$ cat src/rtl/vga_sync_gen.sv
// vga_sync_gen: VGA timing generator driven by a pixel-rate enable in the
// system clock domain. It steps horizontal and vertical counters once per
// pix_en strobe, then presents registered hsync/vsync, active, x/y and
// line/frame start pulses one clk after the strobe that consumed the pixel.
//
// Optional build macro VGA_PATTERN_EN: when defined, rgb carries an
// 8-bar colour test pattern. When undefined, rgb is tied to 12'h000.
module vga_sync_gen #(
    parameter int CNT_W    = 11,
    parameter int H_ACTIVE = 640,
    parameter int H_FP     = 16,
    parameter int H_SYNC   = 96,
    parameter int H_BP     = 48,
    parameter int V_ACTIVE = 480,
    parameter int V_FP     = 10,
    parameter int V_SYNC   = 2,
    parameter int V_BP     = 33,
    parameter bit HS_POL   = 1'b0,
    parameter bit VS_POL   = 1'b0
) (
    input  logic             clk,
    input  logic             rst_n,
    input  logic             pix_en,
    output logic             hsync,
    output logic             vsync,
    output logic             active,
    output logic [CNT_W-1:0] x,
    output logic [CNT_W-1:0] y,
    output logic             line_start,
    output logic             frame_start,
    output logic [11:0]      rgb
);

    localparam int H_TOTAL = H_ACTIVE + H_FP + H_SYNC + H_BP;
    localparam int V_TOTAL = V_ACTIVE + V_FP + V_SYNC + V_BP;

    // Sized copies of the timing boundaries so every compare is CNT_W wide.
    localparam logic [CNT_W-1:0] H_LAST   = CNT_W'(H_TOTAL - 1);
    localparam logic [CNT_W-1:0] V_LAST   = CNT_W'(V_TOTAL - 1);
    localparam logic [CNT_W-1:0] H_ACT_C  = CNT_W'(H_ACTIVE);
    localparam logic [CNT_W-1:0] V_ACT_C  = CNT_W'(V_ACTIVE);
    localparam logic [CNT_W-1:0] HS_START = CNT_W'(H_ACTIVE + H_FP);
    localparam logic [CNT_W-1:0] HS_END   = CNT_W'(H_ACTIVE + H_FP + H_SYNC);
    localparam logic [CNT_W-1:0] VS_START = CNT_W'(V_ACTIVE + V_FP);
    localparam logic [CNT_W-1:0] VS_END   = CNT_W'(V_ACTIVE + V_FP + V_SYNC);

    // h_cnt/v_cnt hold the coordinates of the next pixel to present.
    logic [CNT_W-1:0] h_cnt;
    logic [CNT_W-1:0] v_cnt;

    logic h_last;
    logic v_last;
    logic active_d;
    logic hs_on;
    logic vs_on;

    // Decode the pending pixel; the output registers sample this on pix_en.
    always_comb begin
        // NOTE: every always_comb output gets an unconditional assignment, so no latch can form.
        h_last   = (h_cnt == H_LAST);
        v_last   = (v_cnt == V_LAST);
        active_d = (h_cnt < H_ACT_C) && (v_cnt < V_ACT_C);
        hs_on    = (h_cnt >= HS_START) && (h_cnt < HS_END);
        vs_on    = (v_cnt >= VS_START) && (v_cnt < VS_END);
    end

    // Raster counters: h steps per pixel, v steps on every h wrap.
    always_ff @(posedge clk or negedge rst_n) begin
        // NOTE: state uses non-blocking assignments, so every register samples pre-edge values.
        if (!rst_n) begin
            h_cnt <= '0;
            v_cnt <= '0;
        end else if (pix_en) begin
            if (h_last) begin
                h_cnt <= '0;
                if (v_last) begin
                    v_cnt <= '0;
                end else begin
                    v_cnt <= v_cnt + 1'b1;
                end
            end else begin
                h_cnt <= h_cnt + 1'b1;
            end
        end
    end

    // Registered outputs: load the pending pixel's decode; start pulses last one clk.
    always_ff @(posedge clk or negedge rst_n) begin
        if (!rst_n) begin
            hsync       <= ~HS_POL;
            vsync       <= ~VS_POL;
            active      <= 1'b0;
            x           <= '0;
            y           <= '0;
            line_start  <= 1'b0;
            frame_start <= 1'b0;
        end else if (pix_en) begin
            hsync       <= hs_on ? HS_POL : ~HS_POL;
            vsync       <= vs_on ? VS_POL : ~VS_POL;
            active      <= active_d;
            x           <= h_cnt;
            y           <= v_cnt;
            line_start  <= (h_cnt == '0);
            frame_start <= (h_cnt == '0) && (v_cnt == '0);
        end else begin
            line_start  <= 1'b0;
            frame_start <= 1'b0;
        end
    end

`ifdef VGA_PATTERN_EN
    // Bar width in pixels; guarded so very small timings still elaborate.
    localparam int               BAR_W    = (H_ACTIVE >= 8) ? (H_ACTIVE / 8) : 1;
    localparam logic [CNT_W-1:0] BAR_LAST = CNT_W'(BAR_W - 1);

    // bar_idx/bar_sub track the same pending pixel as h_cnt, avoiding a divider.
    logic [2:0]       bar_idx;
    logic [CNT_W-1:0] bar_sub;

    // Bar tracking: advance within the visible span, restart on every line wrap.
    always_ff @(posedge clk or negedge rst_n) begin
        if (!rst_n) begin
            bar_idx <= '0;
            bar_sub <= '0;
        end else if (pix_en) begin
            if (h_last) begin
                bar_idx <= '0;
                bar_sub <= '0;
            end else if (h_cnt < H_ACT_C) begin
                if (bar_sub == BAR_LAST) begin
                    bar_sub <= '0;
                    bar_idx <= bar_idx + 1'b1;
                end else begin
                    bar_sub <= bar_sub + 1'b1;
                end
            end
        end
    end

    // Colour register: bar colour while visible, black in blanking.
    always_ff @(posedge clk or negedge rst_n) begin
        if (!rst_n) begin
            rgb <= 12'h000;
        end else if (pix_en) begin
            rgb <= active_d ? {{4{~bar_idx[2]}}, {4{~bar_idx[1]}}, {4{~bar_idx[0]}}}
                            : 12'h000;
        end
    end
`else
    assign rgb = 12'h000;
`endif

endmodule

$ cat config.mk
export PLATFORM = sky130hd
export DESIGN_NAME = vga_sync_gen
export DESIGN_NICKNAME = d
export VERILOG_FILES = /design/src/rtl/vga_sync_gen.sv
export SDC_FILE = /design/constraint.sdc
export NUM_CORES = 1
export LEC_CHECK = 0
export ABC_AREA = 1
export BUFFER_PORTS_ARGS = -buffer_cell sky130_fd_sc_hd__buf_2
export CAP_MARGIN = 40
export CORE_ASPECT_RATIO = 1.4
export CORE_MARGIN = 4
export CORE_UTILIZATION = 56
export DETAILED_ROUTE_END_ITERATION = 8
export GPL_TIMING_DRIVEN = 0
export PLACE_DENSITY = 0.78
export SLEW_MARGIN = 20
export SYNTH_ARGS = -nofsm -noshare
export SYNTH_HDL_FRONTEND = slang
export SYNTH_SLANG_ARGS = --single-unit
$ cat constraint.sdc
create_clock -name clk -period 1.6 [get_ports clk]
set_input_delay 0.4 -clock clk [delete_from_list [all_inputs] [get_ports clk]]
set_output_delay 0.4 -clock clk [all_outputs]
set_load 0.05 [all_outputs]
# Word level (Yosys, flattened, before mapping)
# Cells that the tools add are included.
dict set report word_totals {
  input_bits 3
  register_bits 49
  out_inout_bits 39
}
dict set report op_classes {
  n_reduce_logical 7
  order_cmp 6
  n_mux 6
  n_addsub 2
  eq_ne 2
}
# operator count
set op_table {}
lappend op_table {{adder 11 x 1 -> 11 bit, second input constant} 2}
lappend op_table {{equality test 11 x 10 -> 1 bit, second input constant} 2}
lappend op_table {{logical NOT 11 bit} 2}
lappend op_table {{< comparator 11 x 10 -> 1 bit, second input constant} 2}
lappend op_table {{< comparator 11 x 9 -> 1 bit, second input constant} 2}
lappend op_table {{2-to-1 mux 11 bit} 2}
lappend op_table {{>= comparator 11 x 10 -> 1 bit, second input constant} 1}
lappend op_table {{>= comparator 11 x 9 -> 1 bit, second input constant} 1}
lappend op_table {{logical AND 1 bit} 4}
lappend op_table {{2-to-1 mux 1 bit} 4}
lappend op_table {{AND reduction 2 bit} 1}

# Depth between registers and ports, before layout
# Gate-level depths: netlist of run 1.
dict set report logic_depth {
  word_depth 3
  mapped_depth 8
  ltp_nobuf 7
}

# Worst setup path after synthesis of run 1
# No wires, ideal clock.
dict set report synth_path {
  path_kind {register -> register}
  from {register v_cnt[0]}
  to {register v_cnt[8]}
  required_ns 1.479
  setup_slack_ns 0.352
  path_stages_with_launch 6
  t_arrival_ns 1.127
  path_buffers 1
  path_cell_list {dfrtp_1 ha_1 clkbuf_1 nand4_1 nor3_1 nor2_1}
}
dict set report synth_between {
  elab_chain_len 2
  word_cells_on_any_way 3
  classes_between {add/sub (1); eq/ne (1); mux (1)}
}
# item line
set synth_rtl {}
lappend synth_rtl {{start: declaration} 49} ;# logic [CNT_W-1:0] v_cnt;
lappend synth_rtl {{start signal: assignment} 79} ;# v_cnt <= v_cnt + 1'b1;
lappend synth_rtl {{adder 11 x 1 -> 11 bit or equality test 11 x 10 -> 1 bit (tied branches)} {79, 61}}
lappend synth_rtl {{2-to-1 mux 11 bit *} 76} ;# if (v_last) begin
# Mark *: on every way between the ends. The rest lies on a longest branch, timed or not.
# A chain may end at the register's enable or synchronous reset.

# Worst setup path in the final report of run 1
dict set report layout_path {
  from {register vsync}
  to {output vsync}
}
# item line
set layout_lines {}
lappend layout_lines {{start: declaration} 25} ;# output logic vsync,
lappend layout_lines {{start signal: assignment} 91} ;# vsync <= ~VS_POL;
lappend layout_lines {{start signal: assignment} 99} ;# vsync <= vs_on ? VS_POL : ~VS_POL;
# No word-level cell between the ends.

==> flow_summary.toml, run 1 <==
[run_status]
status = "finished clean"

[clocking]
ctsHoldBuffers = 0
post_cts_buffers = 0
clkTransAtPathRegs_ns = 0.09
cts-root-buf = "clkbuf_8"
htree_num_levels = 2
tritoncts = "yes"
clkSinkCount = 49
cts_made_buffers = 5
clockBufferDepth = 2
worstSkewPairLatency_ns = 0.30

[pwr]
peakVddDrop_mv = 0.682
powerDensity_nw_per_um2 = 1200
leakage_nw = 1.57

[grt]
antenna_found_initial = 0
grt_max_degree = 31
track_usage_pct = 20.8
grt-ovfl-total = 0
grt_pass1_vias = 1988
grt_pass1_wl_um = 9030

[logic_synthesis]
ys_types = 28
syn_inst = 310
synthTopCellsByCount = "nand2_1, dfrtp_1, inv_1"
syn_avg_cell_area_um2 = 8.06
synth_top_area_share_pct = 47.1
synth.largest_area_cell = "dfrtp_1"
yosysSeqAreaShare_pct = 49.2
synth_area_leaders = "dfrtp_1, nand2_1, inv_1"
syn-cell-area_um2 = 2500
synth_edf_count = 0
ys_ff_latch = 49
synthFlopType = "dfrtp_1"
yosysWarningCount = 0
ys_async_sr_fraction_pct = 100
synth_most_common_cell = "nand2_1"

[critical_path]
cp_cell_sequence = "buf_2"
r2r_start = "h_cnt[1]"
cpPeakStageDelay_ns = 0.54
setup.worst_path.start = "vsync"
ff2ff_setup_slack_ns = 0.14
slowest_stage = "dfstp_2"
path_max_fanout = 2
crit_path_start_kind = "flop"
cpLargestDelayFamily = "flip-flops"
worstSetupPathType = "reg2out"
r2r_cells = 7
cp.arrival_ns = 1.09
r2r_end = "v_cnt[8]"
cp-end-kind = "primary output"
cp_num_buf_inv = 1
cp_data_required_time_ns = 1.20

[die]
fp.dieW_um = 64.5
io_pins = 42
core_area_um2 = 4270
start_util_pct = 58.5
fp.dieH_um = 87.0
num_rows = 28
dieArea_um2 = 5610

[cells_and_area]
final_area_um2 = 2920
final_util_pct = 68.4
drive_gt1_share_pct = 19.3
finalNetCount = 364
diodes = 0
nFillCells = 372
area_growth_pct = 17.0

[drt]
drc = 0
drt-total-wl_um = 5420
detail-route-antenna-nets = 0
drt_pass1_iterations = 4
drtIter0Drc = 137
vias = 2054
via_per_inst = 4.91
wire_per_inst_um = 13.0

[timing]
drv_slew = 0
final.setup.worst_slack_ns = 0.106
hold_violations = 0
max_freq_mhz = 669
rsz0062_at_grt = "false"
period_share_pct = 93.4
skew_ns = 0.00721
setup-tns-final_ns = 0
fin_crit_ns = 1.49
setup_viol = 0

[place]
gp_congestion = 0.922
pre_cts_slack_ns = 0.0559
dp_hpwl_um = 4080
placed_cell_area_um2 = 2780
portBuffers = 29

[worst_hold_path]
hold_class = "in2async"

[job]
drv_cap = 0
-- per-stage QoR --
step                      std cells  hold WS (ns)  total power [W]
after floorplan                 321         0.104          0.00224
after global placement          410         0.448          0.00243
after detailed placement        411         0.390          0.00246
after CTS                       419        0.0598          0.00349
after global routing            418        0.0716          0.00367
final                           418        0.0459          0.00350
-- routing by layer --
metal	part of all wire (%)	GRT usage [%]
met5	0	0
met3	3.0	4.13
met2	55	38.1
met4	2.1	8.65
met1	40	23.4
-- sequential cells by signal, indices dropped and copies added (netlist names) --
register / flops
active: 1
line_start: 1
h_cnt: 11
frame_start: 1
hsync: 1
v_cnt: 11
y: 11
vsync: 1
x: 11
-- how the worst max path moves through the flow --
stage | endpoint | slack (ns) | cells after the start
3_5_place_dp | y[9] | 0.06 | 5
2_1_floorplan | v_cnt[8] | 0.35 | 5
5_1_grt | h_cnt[6] | 0.007 | 6
4_1_cts | vsync | 0.1 | 1
3_3_place_gp | y[9] | 0.07 | 5
6_report | vsync | 0.11 | 1
-- cell type report --
| cell class | count | area (um^2) | area share (%) |
|---|---|---|---|
| Buffer | 20 | 128 | 4.37 |
| Clock buffer | 5 | 68.8 | 2.35 |
| Clock inverter | 3 | 65.1 | 2.23 |
| Inverter | 35 | 136 | 4.67 |
| Multi-Input combinational cell | 216 | 1060 | 36.1 |
| Sequential cell | 49 | 1230 | 42.0 |
| Tap cell | 60 | 75.1 | 2.57 |
| Timing Repair Buffer | 30 | 165 | 5.65 |
-- kinds of logic (layout without fill, tap and decap cells) --
family                     Yosys count  in the layout  share of synthesized area, %
and+or+nand+nor                    167            167                          30.1
buffers and inverters               56             93                          10.7
DFF                                 49             49                          49.2
AOI/OAI and AO/OA                   26             26                          5.36
xor gates and xnor gates             7              7                          2.45
adders and majority gates            4              4                          2.00
other                                1             12                         0.150
-- timing repair --
| item | in CTS | in global routing |
|---|---|---|
| endpoints found under the hold margin | 0 | 0 |
| gates resized for setup | 0 | 2 |
| endpoints found under the setup margin | 0 | 1 |
-- layout by cell type, fill, tap and decap left out, types with 3 or more instances in the layout --
cell type	netlist	layout
nand2_1	87	87
dfrtp_1	47	47
buf_2	6	35
inv_1	33	33
nor2_1	32	32
nand3_1	21	21
o21ai_0	21	21
buf_4	12	12
conb_1	1	12
nor3_1	8	8
nand4_1	7	7
xor2_1	7	7
clkbuf_8	0	5
ha_1	4	4
a21oi_1	3	3
-- where the power goes --
part / internal [W] / switching, W / leakage (nW) / total (W)
sequential: 0.00140 / 0.000138 / 0.631 / 0.00154
combinational: 0.000229 / 0.000699 / 0.871 / 0.000928
clock: 0.000621 / 0.000417 / 0.0681 / 0.00104
total: 0.00225 / 0.00125 / 1.57 / 0.00350
Note: power is estimated with default switching activity, not from simulation.
==> run 2, diff against run 1 <==
--- a/config.mk
+++ b/config.mk
@@ -6,14 +6,18 @@
 export NUM_CORES = 1
 export LEC_CHECK = 0
 export ABC_AREA = 1
+export ABC_CLOCK_PERIOD_IN_PS = 1600
 export BUFFER_PORTS_ARGS = -buffer_cell sky130_fd_sc_hd__buf_2
 export CAP_MARGIN = 40
+export CELL_PAD_IN_SITES_DETAIL_PLACEMENT = 1
+export CELL_PAD_IN_SITES_GLOBAL_PLACEMENT = 2
 export CORE_ASPECT_RATIO = 1.4
 export CORE_MARGIN = 4
-export CORE_UTILIZATION = 56
+export CORE_UTILIZATION = 32
 export DETAILED_ROUTE_END_ITERATION = 8
 export GPL_TIMING_DRIVEN = 0
-export PLACE_DENSITY = 0.78
+export MAX_ROUTING_LAYER = met4
+export PLACE_DENSITY = 0.77
 export SLEW_MARGIN = 20
 export SYNTH_ARGS = -nofsm -noshare
 export SYNTH_HDL_FRONTEND = slang
==> flow_summary.toml, run 2 (synthesis results as in run 1) <==
[pwr]
pwr-share-clk_pct = 23.0
power_switching_w = 0.00128
powerDensity_nw_per_um2 = 1100
combPwrFrac_pct = 28.9
p_int_w = 0.00192
peakVddDrop_mv = 0.423
power_frac_seq_pct = 48.1
leakage_nw = 1.54
p_sw_share_pct = 40.0

[critical_path]
cp.arrival_ns = 1.12
path_max_fanout = 2
cp_cell_sequence = "buf_2"
cpPeakStageDelay_ns = 0.55
slowest_stage = "dfstp_2"
cpLargestDelayFamily = "flip-flops"
worstSetupPathType = "reg2out"
crit_path_start_kind = "flop"
cp-end-kind = "primary output"
cp_num_buf_inv = 1
cp_data_required_time_ns = 1.20

[clocking]
cts_resized = 0
clkTransAtPathRegs_ns = 0.09
worstSkewPairLatency_ns = 0.31
clkSinkCount = 49
clockBufferDepth = 2
cts_made_buffers = 5
post_cts_buffers = 0
tritoncts = "yes"
ctsHoldBuffers = 0
htree_num_levels = 2
cts-root-buf = "clkbuf_8"

[worst_hold_path]
hold_class = "in2async"

[die]
dieArea_um2 = 9310
fp.dieH_um = 113
io_pins = 42
start_util_pct = 33.3
num_rows = 37
core_area_um2 = 7500
fp.dieW_um = 82.7

[timing]
skew_ns = 0.00829
max_freq_mhz = 659
period_share_pct = 94.9
hold_violations = 0
slew_headroom_pct = 57.5
fin_crit_ns = 1.52
drv_slew = 0
worst_slew_pin_slew_ns = 0.637
rsz0062_at_grt = "true"
setup-tns-final_ns = 0
setup_viol = 0

[grt]
grt_pass1_wl_um = 11000
grt_max_degree = 50
track_usage_pct = 15.9
grt_pass1_vias = 2216
antenna_found_initial = 0
grt-ovfl-total = 0

[cells_and_area]
diodes = 0
final_common_cell = "nand2_1"
drive_gt1_share_pct = 19.6
area_growth_pct = 16.6
layout_common_cells = "nand2_1, dfrtp_1, buf_2"
final_util_pct = 38.9
finalNetCount = 363
layout.cells.non_filler = 454

[drt]
via_per_inst = 4.59
vias = 2084
drt-total-wl_um = 6530
detail-route-antenna-nets = 0
drtIter0Drc = 64
drt_pass1_iterations = 4
wire_per_inst_um = 14.4
drc = 0

[run_status]
status = "finished clean"

[place]
gp_congestion = 0.829
portBuffers = 29
dp_hpwl_um = 5040
dp_cells = 447

[job]
drv_cap = 0
==> run 2: cell count changes in the layout (fill, tap and decap cells not counted) <==
cell and change:
bufinv_16 -2, buf_12 -1, buf_2 -1, buf_4 +1, clkinv_2 +1, clkinvlp_4 +1, nand3_1 -1, nand3_2 +1
nor3_1 -1, nor3_2 +1
==> run 2: cell type report <==
cell class                      count  area [um^2]
Buffer                             20          128
Sequential cell                    49         1230
Fill cell                         946         4590
Clock buffer                        5         68.8
Timing Repair Buffer               29          148
Tap cell                           97          121
Clock inverter                      3         17.5
Inverter                           35          136
Multi-Input combinational cell    216         1070
==> run 2: final timing paths <==
path | cells past startpoint | endpoint | start | slack (ns)
min in group clk | 2 | x[2] | x[2] | 0.48
max in group asynchronous | 1 | y[4] | rst_n | 1.06
min reg2reg | 2 | x[2] | x[2] | 0.48
max | 1 | vsync | vsync | 0.08
max reg2reg | 6 | h_cnt[6] | h_cnt[0] | 0.13
min | 1 | h_cnt[6] | rst_n | 0.12
==> run 2: per-layer routing <==
metal	global-route usage (%)	wire length, um	vias to the layer above
met5	-	0	-
met4	4.91	145	0
met3	2.97	157	12
met2	27.9	3630	27
met1	17.7	2590	1003
li1	-	-	1042
==> run 2: per-stage QoR <==
stage                     hold slack (ns)  power [W]  worst slack [ns]  cell area [um^2]
after CTS                           0.134    0.00325            0.0561              2900
after floorplan                     0.104    0.00224             0.352              2540
after global placement              0.449    0.00248           -0.0383              2810
after detailed placement            0.461    0.00249           -0.0992              2810
final                               0.116    0.00321            0.0822              2910
after global routing                0.156    0.00342          -0.00233              2910
==> run 2: power by group through the flow <==
stage	clock network (W)	logic, W	registers (W)
global route	0.000833	0.00102	0.00157
floorplan	0	0.000442	0.00180
CTS	0.000780	0.000923	0.00155
global placement	0	0.000912	0.00156
finish	0.000738	0.000926	0.00154
detailed placement	0	0.000921	0.00157
